**src/rtl/imem_loader_if.sv**
```systemverilog
// Byte-stream input and instruction-memory write port of the boot loader.
// Handshake: a byte moves on a rising clk edge where rx_valid and rx_ready
// are both 1; the source holds rx_data stable while rx_valid is high and
// rx_ready is low. imem_we is a single-cycle strobe qualifying imem_waddr and
// imem_wdata, with no back-pressure from the memory side.
interface imem_loader_if;
    logic        rx_valid;
    logic [7:0]  rx_data;
    logic        rx_ready;
    logic        imem_we;
    logic [31:0] imem_waddr;
    logic [31:0] imem_wdata;

    // Loader side: consumes the byte stream, drives the memory write port.
    modport master (
        input  rx_valid,
        input  rx_data,
        output rx_ready,
        output imem_we,
        output imem_waddr,
        output imem_wdata
    );

    // Environment side: byte source and memory.
    modport slave (
        output rx_valid,
        output rx_data,
        input  rx_ready,
        input  imem_we,
        input  imem_waddr,
        input  imem_wdata
    );
endinterface

```
**src/rtl/imem_loader.sv**
```systemverilog
// Boot-time program loader. Stream: N, N payload words, XOR checksum, all
// little-endian 32-bit. Payload words go to consecutive imem addresses from
// BASE_ADDR; loader_done releases fetch once the checksum matches.
module imem_loader #(
    parameter logic [31:0] BASE_ADDR = 32'h0000_0000,
    parameter int unsigned MAX_WORDS = 256
) (
    input  logic        clk,
    input  logic        rst,
    imem_loader_if.master bus,
    output logic        loader_done,
    output logic        load_err,
    output logic [15:0] words_loaded,
    output logic [2:0]  dbg_state
);

    typedef enum logic [2:0] {
        ST_HDR  = 3'd0,
        ST_DATA = 3'd1,
        ST_CSUM = 3'd2,
        ST_DONE = 3'd3,
        ST_ERR  = 3'd4
    } state_t;

    state_t      state_q, state_d;
    logic [1:0]  byte_cnt_q, byte_cnt_d;
    logic [31:0] shift_q, shift_d;
    logic [31:0] n_q, n_d;
    logic [31:0] csum_q, csum_d;
    logic [31:0] next_addr_q, next_addr_d;
    logic [15:0] words_q, words_d;
    logic        rx_ready_q, rx_ready_d;
    logic        we_q, we_d;
    logic [31:0] waddr_q, waddr_d;
    logic [31:0] wdata_q, wdata_d;
    logic        done_q, done_d;
    logic        err_q, err_d;

    logic        xfer;
    logic        last_byte;
    logic [31:0] assembled;

    // Next-state and output computation; all outputs are registered from here.
    always_comb begin
        state_d     = state_q;
        byte_cnt_d  = byte_cnt_q;
        shift_d     = shift_q;
        n_d         = n_q;
        csum_d      = csum_q;
        next_addr_d = next_addr_q;
        words_d     = words_q;
        we_d        = 1'b0;
        waddr_d     = waddr_q;
        wdata_d     = wdata_q;

        xfer      = bus.rx_valid & rx_ready_q;
        last_byte = (byte_cnt_q == 2'd3);
        // Bytes enter at the top and shift down, so byte0 lands in [7:0].
        assembled = {bus.rx_data, shift_q[31:8]};

        if (xfer) begin
            shift_d    = assembled;
            byte_cnt_d = byte_cnt_q + 2'd1;
            if (last_byte) begin
                case (state_q)
                    ST_HDR: begin
                        n_d = assembled;
                        if (assembled > MAX_WORDS) begin
                            state_d = ST_ERR;
                        end else if (assembled == 32'd0) begin
                            state_d = ST_CSUM;
                        end else begin
                            state_d = ST_DATA;
                        end
                    end
                    ST_DATA: begin
                        we_d        = 1'b1;
                        waddr_d     = next_addr_q;
                        wdata_d     = assembled;
                        next_addr_d = next_addr_q + 32'd4;
                        words_d     = words_q + 16'd1;
                        csum_d      = csum_q ^ assembled;
                        if ({16'd0, words_d} == n_q) begin
                            state_d = ST_CSUM;
                        end
                    end
                    ST_CSUM: begin
                        state_d = (assembled == csum_q) ? ST_DONE : ST_ERR;
                    end
                    default: begin
                        state_d = state_q;
                    end
                endcase
            end
        end

        rx_ready_d = (state_d == ST_HDR) || (state_d == ST_DATA) || (state_d == ST_CSUM);
        done_d     = done_q | (state_d == ST_DONE);
        err_d      = err_q | (state_d == ST_ERR);
    end

    // Single state/output register bank; async reset returns to header capture.
    always_ff @(posedge clk or posedge rst) begin
        if (rst) begin
            state_q     <= ST_HDR;
            byte_cnt_q  <= 2'd0;
            shift_q     <= 32'd0;
            n_q         <= 32'd0;
            csum_q      <= 32'd0;
            next_addr_q <= BASE_ADDR;
            words_q     <= 16'd0;
            rx_ready_q  <= 1'b0;
            we_q        <= 1'b0;
            waddr_q     <= BASE_ADDR;
            wdata_q     <= 32'd0;
            done_q      <= 1'b0;
            err_q       <= 1'b0;
        end else begin
            state_q     <= state_d;
            byte_cnt_q  <= byte_cnt_d;
            shift_q     <= shift_d;
            n_q         <= n_d;
            csum_q      <= csum_d;
            next_addr_q <= next_addr_d;
            words_q     <= words_d;
            rx_ready_q  <= rx_ready_d;
            we_q        <= we_d;
            waddr_q     <= waddr_d;
            wdata_q     <= wdata_d;
            done_q      <= done_d;
            err_q       <= err_d;
        end
    end

    assign bus.rx_ready   = rx_ready_q;
    assign bus.imem_we    = we_q;
    assign bus.imem_waddr = waddr_q;
    assign bus.imem_wdata = wdata_q;
    assign loader_done    = done_q;
    assign load_err       = err_q;
    assign words_loaded   = words_q;
    assign dbg_state      = state_q;

endmodule

```
**src/flat_wrapper.sv**
```systemverilog
// flat-port wrapper written by rule: the top's interface ports become plain ports
module imem_loader_flat 
#(
    parameter logic [31:0] BASE_ADDR = 32'h0000_0000,
    parameter int unsigned MAX_WORDS = 256
)
  (clk, rst, loader_done, load_err, words_loaded, dbg_state, bus_rx_valid, bus_rx_data, bus_rx_ready, bus_imem_we, bus_imem_waddr, bus_imem_wdata);
  imem_loader_if bus_i ();
  input  logic clk;
  input  logic rst;
  output logic loader_done;
  output logic load_err;
  output logic [15:0] words_loaded;
  output logic [2:0] dbg_state;
  input wire logic [$bits(bus_i.rx_valid)-1:0] bus_rx_valid;
  input wire logic [$bits(bus_i.rx_data)-1:0] bus_rx_data;
  output wire logic [$bits(bus_i.rx_ready)-1:0] bus_rx_ready;
  output wire logic [$bits(bus_i.imem_we)-1:0] bus_imem_we;
  output wire logic [$bits(bus_i.imem_waddr)-1:0] bus_imem_waddr;
  output wire logic [$bits(bus_i.imem_wdata)-1:0] bus_imem_wdata;
  assign bus_i.rx_valid = bus_rx_valid;
  assign bus_i.rx_data = bus_rx_data;
  assign bus_rx_ready = bus_i.rx_ready;
  assign bus_imem_we = bus_i.imem_we;
  assign bus_imem_waddr = bus_i.imem_waddr;
  assign bus_imem_wdata = bus_i.imem_wdata;
  imem_loader #(.BASE_ADDR(BASE_ADDR), .MAX_WORDS(MAX_WORDS)) u_core (.clk(clk), .rst(rst), .bus(bus_i), .loader_done(loader_done), .load_err(load_err), .words_loaded(words_loaded), .dbg_state(dbg_state));
endmodule
```
**config.mk**
```make
export PLATFORM = sky130hd
export DESIGN_NAME = imem_loader_flat
export DESIGN_NICKNAME = d
export VERILOG_FILES = /design/src/rtl/imem_loader_if.sv /design/src/rtl/imem_loader.sv /design/src/flat_wrapper.sv
export SDC_FILE = /design/constraint.sdc
export NUM_CORES = 1
export LEC_CHECK = 0
export ABC_AREA = 1
export ABC_CLOCK_PERIOD_IN_PS = 7280
export CAP_MARGIN = 30
export CORE_ASPECT_RATIO = 1.75
export CORE_MARGIN = 8
export CORE_UTILIZATION = 45
export CTS_CLUSTER_SIZE = 10
export DETAILED_ROUTE_END_ITERATION = 10
export DONT_BUFFER_PORTS = 1
export PLACE_DENSITY = 0.69
export SYNTH_ARGS = -nofsm -noshare
export SYNTH_HDL_FRONTEND = slang
export SYNTH_SLANG_ARGS = --single-unit
```
**constraint.sdc**
```tcl
create_clock -name clk -period 7.28 [get_ports clk]
set_clock_uncertainty 0.05 [all_clocks]
set_input_delay 1.456 -clock clk [delete_from_list [all_inputs] [get_ports clk]]
set_output_delay 1.456 -clock clk [all_outputs]
set_load 0.1 [all_outputs]
```
## Word-level counts from Yosys, hierarchy flattened

Cells that the tools add are included.

- Output and inout bits: 87
- Logic and storage cells: 47
- Flip-flop bits (word level): 217

- Order comparisons: 1
- Mux-type cells: 10
- Equal/unequal tests: 9
- Bitwise gates (word level): 4
- Add/subtract/negate cells: 3
- Reduce and logical (&&, ||, !) cells: 7

Operator list:

| cell | count |
|---|---|
| 32-bit by 3-bit adder with 32-bit output (second input constant) | 1 |
| 16-bit by 32-bit == test with 1-bit output | 1 |
| 32-bit == test | 1 |
| 32-bit by 9-bit > comparator with 1-bit output (second input constant) | 1 |
| 32-bit logical NOT | 1 |
| 32-bit XOR | 1 |
| 16-bit by 1-bit adder with 16-bit output (second input constant) | 1 |
| 3-bit 2-to-1 mux | 5 |
| 3-bit by 2-bit == test with 1-bit output (second input constant) | 3 |
| 3-bit one-hot mux with 3 select lines | 1 |
| 3-bit by 1-bit == test with 1-bit output (second input constant) | 2 |
| 3-bit logical NOT | 2 |
| 3-bit AND reduction | 2 |
| 3-bit == test (second input constant) | 1 |
| 1-bit 2-to-1 mux | 3 |
| 2-bit by 1-bit adder with 2-bit output (second input constant) | 1 |
| 2-bit == test (second input constant) | 1 |
| 1-bit logical OR | 2 |
| 2-bit 2-to-1 mux | 1 |
| 1-bit bitwise OR | 2 |
| 1-bit AND | 1 |

## Depth between registers and ports, before layout

Gate-level depths: netlist (run 1).

- Depth in word-level cells: 9
- Depth in mapped cells: 18
- Gate-level depth less buffers: 18

## Worst setup path before layout (run 1)

Ideal clock, no wire load.

- Path kind: input-to-reg
- Start: input port bus_rx_valid
- End: register u_core.next_addr_q[30]
- Library setup time: 122 ps
- Stages on the path: 10
- Data arrival time: 2786 ps
- Slack: 4322 ps
- Path buffers: 0
- Path through: nand3_1 -> nor2_4 -> inv_2 -> nor2_2 -> nand3_1 -> nor3_2 -> nand2_2 -> nor3_2 -> nand2_1 -> xor2_1

- Cells in the longest elaborated chain, start to end: 2

Ends and longest elaborated chain:

| what | RTL line | RTL |
|---|---|---|
| start: declaration | flat_wrapper.sv:15 | `input wire logic [$bits(bus_i.rx_valid)-1:0] bus_rx_valid;` |
| 1-bit AND | imem_loader.sv:56 | `xfer = bus.rx_valid & rx_ready_q;` |
| 3-bit AND reduction (no source line) | -- |  |
| end signal: assignment | imem_loader.sv:124 | `next_addr_q <= next_addr_d;` |
| end: declaration | imem_loader.sv:30 | `logic [31:0] next_addr_q, next_addr_d;` |

Every way passes these cells.
A chain may end at the register's enable or synchronous reset.

## Worst setup path after layout (run 1)

- Start: register u_core.rx_ready_q (netlist: u_core.bus.rx_ready)
- End: register u_core.next_addr_q[27]

- Cells in the longest elaborated chain, start to end: 2

Ends and longest elaborated chain:

| what | RTL line | RTL |
|---|---|---|
| start: declaration | imem_loader.sv:32 | `logic rx_ready_q, rx_ready_d;` |
| start signal: assignment | imem_loader.sv:126 | `rx_ready_q <= rx_ready_d;` |
| 1-bit AND | imem_loader.sv:56 |  |
| 3-bit AND reduction (no source line) | -- |  |

Every way passes these cells.

==> results_dict.tcl, run 1 <==
set metrics [dict create \
    status "finished, final reports clean" \
    tritoncts.num_buffers 24 \
    port_buffers 0 \
    die_h_um 205.1 \
    synth.cell_area_um2 9193 \
    ctsLongestPathBuffers 3 \
    slew_headroom 0.3318 \
    crit_family "simple AND/OR/NAND/NOR gates" \
    area_delta_synth_final_pct 13.67 \
    final_antenna_net_count 0 \
    crit_required_ns 7.61 \
    grt_pass1_wl_mm 35.05 \
    critPathLaunchType "flip-flop" \
    crit_chain "nand3_1 -> nor2_4 -> buf_4 -> nand2_1 -> nor2_2 -> nand2_1 -> nor2_2 -> inv_2 -> nor2_2 -> inv_2 -> nor2_2 -> nand2_1 -> xor2_1" \
    vias 6736 \
    cts_resized 0 \
    globalRouteOverflowTotal 0 \
    end_kind "flip-flop" \
    cp_common_cell "nor2_2" \
    htreeDepth 1 \
    timing.rr.start "u_core.bus.rx_ready$_DFF_PP0_" \
    io_pins 98 \
    cts_sinks 205 \
    place.gp.congestion 0.8277 \
    crit_type "flip-flop to flip-flop" \
    dp_hpwl_mm 14.85 \
    p_total_mw 2.239 \
    min_from "u_core.next_addr_q[5]$_DFFE_PP0P_" \
    cpPeakStageDelay_ns 0.98 \
    mostFrequentLayoutCell "nand2_1" \
    power_density_nw_per_um2 214.3 \
    ys_ff_latch 205 \
    cts_tree "yes" \
    min_period_over_period 0.4688 \
    hold_class "flip-flop to flip-flop" \
    cts_setup_buffers 0 \
    mostFrequentLayoutCells "338 x nand2_1, 205 x dfrtp_1, 144 x o21ai_0" \
    synth_edf_count 0 \
    tightest_slew_ns 1.002 \
    critPathMaxFanout 41 \
    wire_per_inst_um 16.40 \
    first_global_vias 6871 \
    setup_viol 0 \
    tns_ns 0 \
    first_pass_iters 5 \
    crit_buf_inv 3 \
    dieWidth_um 124.0 \
    synth_warnings 0 \
    clock_latency_ns 0.50 \
    drv_cap 0 \
    core_area_um2 20200 \
    synthFlopType "dfrtp_1" \
    dieArea_um2 25440 \
    vias_per_cell 5.122 \
    rsz0062_at_grt "false" \
    drt_iter0_markers 363 \
    drc_errors 0 \
    postCtsHoldBufs 0 \
    hold_violations 0 \
    slowest_stage "dfrtp_1" \
    grt_max_degree 135 \
    diodes 0 \
    antenna_found_initial 0 \
    drv_slew 0 \
    cp.arrival_ns 3.75 \
    synth_cell_type_count 33 \
    root_buffer "clkbuf_16" \
    syn_inst 1053 \
    wirelength_mm 21.57 \
    rows 69 \
    fmax_mhz 293.0 \
    avgSynthCellArea_um2 8.730 \
    seq_area_frac_synth 0.5581 \
    finalCoreUtilization 0.5172 \
    fin_nets 1080 \
    async_reset_ff_frac 1.000 \
    clk_pin_slew_ns 0.05 \
    power.leakage_nw 5.087 \
    vdd_drop_max_v 0.0001958 \
    grt_usage 0.1728 \
    fin_crit_ns 3.413 \
    final_layout_size_suffix_gt1_frac 0.08060 \
    start_util 0.4550 \
    crit_start "u_core.bus.rx_ready$_DFF_PP0_" \
]
==> sequential cells by signal, summed over array words and instances (netlist names), 2 cells and up <==
name	count
u_core.shift_q	24
u_core.dbg_state	3
u_core.next_addr_q	30
u_core.words_loaded	16
u_core.byte_cnt_q	2
u_core.bus.imem_waddr	30
u_core.n_q	32
u_core.csum_q	32
u_core.bus.imem_wdata	32
==> cells in the mapped netlist, types with 4 or more instances <==
cell type | n | area, um^2
nand2_1 | 338 | 1269
dfrtp_1 | 205 | 5130
o21ai_0 | 144 | 720.7
inv_1 | 95 | 356.6
xor2_1 | 44 | 385.4
nor2_1 | 42 | 157.7
clkbuf_1 | 33 | 123.9
nand3_1 | 32 | 160.2
xnor2_1 | 20 | 175.2
nand4_1 | 18 | 112.6
nor3_1 | 18 | 90.09
nor2_2 | 8 | 50.05
nand3b_1 | 7 | 52.55
nand2_2 | 5 | 31.28
nand3_2 | 5 | 50.05
nor2_4 | 5 | 56.30
a21oi_1 | 4 | 20.02
inv_2 | 4 | 15.01
nor4_1 | 4 | 25.02
==> final cells by class <==
class                           instances  area [um^2]
Clock inverter                          1        30.03
Multi-Input combinational cell        713         3548
Sequential cell                       205         5130
Timing Repair Buffer                   23        419.2
Tap cell                              248        310.3
Inverter                               99        381.6
Clock buffer                           26        629.4
Fill cell                            1857         9753
==> per-layer routing <==
metal / part of all wire / track usage
met5: 0 / 0
met4: 0.029 / 0.06279
met3: 0.067 / 0.04360
met2: 0.53 / 0.3134
met1: 0.37 / 0.1862
==> stage by stage <==
stage,std cells,worst slack (ns),hold WS [ns],area [um^2]
after CTS,1306,3.846,0.4261,10250
after global placement,1270,3.624,0.4082,9408
after global routing,1315,3.676,0.4323,10450
final,1315,3.867,0.4300,10450
after floorplan,1054,0.1782,0.3916,9196
after detailed placement,1279,3.576,0.4135,9590
==> path summary, 6_finish.rpt <==
| kind | to | slack [ns] | cells after the start |
|---|---|---|---|
| setup / recovery | u_core.next_addr_q[27]$_DFFE_PP0P_ | 3.87 | 13 |
| min in group asynchronous | u_core.csum_q[25]$_DFFE_PP0P_ | 0.63 | 1 |
| hold reg to reg | u_core.next_addr_q[5]$_DFFE_PP0P_ | 0.43 | 1 |
| hold / removal | u_core.next_addr_q[5]$_DFFE_PP0P_ | 0.43 | 1 |
| setup reg to reg | u_core.next_addr_q[27]$_DFFE_PP0P_ | 3.87 | 13 |
| max in group asynchronous | u_core.loader_done$_DFF_PP0_ | 4.81 | 3 |
==> kinds of logic (layout without fill, tap and decap cells) <==
| logic type | after synthesis | count (layout) | share of synthesized area |
|---|---|---|---|
| AO/OA/AOI/OAI | 154 | 154 | 0.08629 |
| other | 1 | 2 | 0.0004079 |
| XOR/XNOR | 64 | 64 | 0.06098 |
| multiplexers | 1 | 1 | 0.001225 |
| AND/OR/NAND/NOR | 489 | 489 | 0.2326 |
| adder cells (fa/ha/maj) | 3 | 3 | 0.004084 |
| buffers and inverters | 136 | 149 | 0.05635 |
| flip-flops | 205 | 205 | 0.5581 |
==> report_power, final <==
part           switching [mW]  internal, mW
Sequential                  0          1.14
Combinational          0.0303       0.00411
Clock                   0.428         0.636
Total                   0.458          1.78
Note: power is estimated with default switching activity, not from simulation.
==> run 2: changes to the inputs <==
Settings changed: ABC_CLOCK_PERIOD_IN_PS 7280 to 3500, PLACE_DENSITY 0.69 to 0.67.
Clock period 7.28 ns to 3.5 ns, I/O delays scaled along.
==> run 2 against run 1 <==
Largest power group unchanged. Setup slack lost 2.9 ns. Global-route usage is essentially flat. Die area unchanged. Routed wire length is 1.4% lower. Clock power grew 110%. Sequential share of layout area is 0.78 points higher. Sequential power up 110%. Non-clock buffer count increased by 5. Combinational power rose by 120%. Core utilization is 0.81 points lower. Critical endpoint is now u_core.bus.rx_ready$_DFF_PP0_. Largest cell class unchanged. Via count is essentially flat.
==> results_dict.tcl, run 2 (same netlist as run 1, synthesis figures left out) <==
set metrics [dict create \
    htreeDepth 1 \
    cts_tree "yes" \
    vias_per_cell 5.100 \
    core_area_um2 20200 \
    cts_sinks 205 \
    fin_crit_ns 2.489 \
    slew_headroom 0.3533 \
    end_kind "flip-flop" \
    drv_cap 0 \
    vias 6732 \
    final_layout_size_suffix_gt1_frac 0.08489 \
    fin_cells 1320 \
    postCtsHoldBufs 0 \
    place.gp.congestion 0.8666 \
    tns_ns 0 \
    start_util 0.4550 \
    root_buffer "clkbuf_16" \
    port_buffers 0 \
    antenna_found_initial 0 \
    p_total_mw 4.648 \
    drt_iter0_markers 376 \
    diodes 0 \
    min_period_over_period 0.7111 \
    power.leakage_nw 5.036 \
    dieArea_um2 25440 \
    die_h_um 205.1 \
    power_density_nw_per_um2 451.9 \
    hold_class "input port to async pin" \
    reg2reg_slack_ns 1.01 \
    tritoncts.num_buffers 24 \
    grt_pass1_wl_mm 35.15 \
    io_pins 98 \
    fmax_mhz 401.8 \
    setup_viol 0 \
    crit_start "u_core.words_loaded[0]$_DFFE_PP0P_" \
    cp.arrival_ns 2.81 \
    rsz0062_at_grt "false" \
    critPathMaxFanout 9 \
    dieWidth_um 124.0 \
    tightest_slew_ns 0.9701 \
    grt_usage 0.1724 \
    ctsLongestPathBuffers 3 \
    crit_type "flip-flop to flip-flop" \
    clk_pin_slew_ns 0.06 \
    pre_cts_ws_ns 0.8844 \
    cts_resized 0 \
    timing.rr.start "u_core.words_loaded[0]$_DFFE_PP0P_" \
    drv_slew 0 \
    wire_per_inst_um 16.11 \
    drc_errors 0 \
    fin_nets 1085 \
    globalRouteOverflowTotal 0 \
    hold_violations 0 \
    wirelength_mm 21.26 \
    cts_setup_buffers 0 \
    critPathLaunchType "flip-flop" \
    mostFrequentLayoutCells "338 x nand2_1, 205 x dfrtp_1, 144 x o21ai_0" \
    clock_latency_ns 0.50 \
    dp_hpwl_mm 15.04 \
    status "finished, final reports clean" \
    final_antenna_net_count 0 \
    fin_ws_ns 1.011 \
    vdd_drop_max_v 0.0003500 \
    crit_required_ns 3.82 \
    area_delta_synth_final_pct 11.90 \
    grt_max_degree 188 \
    place_inst 1293 \
    rows 69 \
    first_pass_iters 5 \
    mostFrequentLayoutCell "nand2_1" \
    finalCoreUtilization 0.5092 \
    first_global_vias 6952 \
]
run 2: worst paths after layout:
| kind | endpoint | depth (start not counted) |
|---|---|---|
| setup / recovery | u_core.bus.rx_ready$_DFF_PP0_ | 14 |
| hold / removal | u_core.csum_q[22]$_DFFE_PP0P_ | 1 |
| setup reg to reg | u_core.bus.rx_ready$_DFF_PP0_ | 14 |
| hold reg to reg | u_core.next_addr_q[5]$_DFFE_PP0P_ | 1 |
| max in group asynchronous | u_core.shift_q[19]$_DFFE_PP0P_ | 2 |
| min in group clk | u_core.bus.imem_wdata[27]$_DFFE_PP0P_ | 2 |
run 2: through the flow:
stage	area, um^2	hold slack [ns]
2_1_floorplan	9200	0.3916
3_3_place_gp	9627	0.4038
3_5_place_dp	9627	0.4135
4_1_cts	10290	0.1150
5_1_grt	10290	0.1368
6_report	10290	0.1201
run 2: metal layers:
layer,share of wire,track usage,routed length [um],vias up
met1,0.39,0.1908,8280,3202
li1,-,-,-,3361
met2,0.52,0.3072,11020,131
met4,0.033,0.07006,706,0
met5,0,0,0,-
met3,0.059,0.03863,1255,38
run 2: power by group:
part	switching, mW	internal, mW
logic	0.0643	0.0119
registers	0	2.37
clock network	0.876	1.32
total	0.940	3.71
run 2: critical path, stage by stage, from the launching register on:
cell	delay, ns
dfrtp_1	0.39
buf_4	0.33
inv_1	0.14
nor2_4	0.25
nand2_1	0.11
nand3b_1	0.09
nand2_1	0.05
nor2_1	0.20
nand2_1	0.07
nor2_1	0.11
nand2_1	0.07
nor2_2	0.13
nand3_2	0.11
a21oi_4	0.17
a21oi_1	0.09
run 2: layout make-up:
class	instances	area (um^2)
fill	1922	9916
sequential	205	5130
multi-input combinational	713	3548
clock buffer	26	629.4
inverter	99	377.9
tap	248	310.3
timing repair buffer	28	260.3
clock inverter	1	30.03
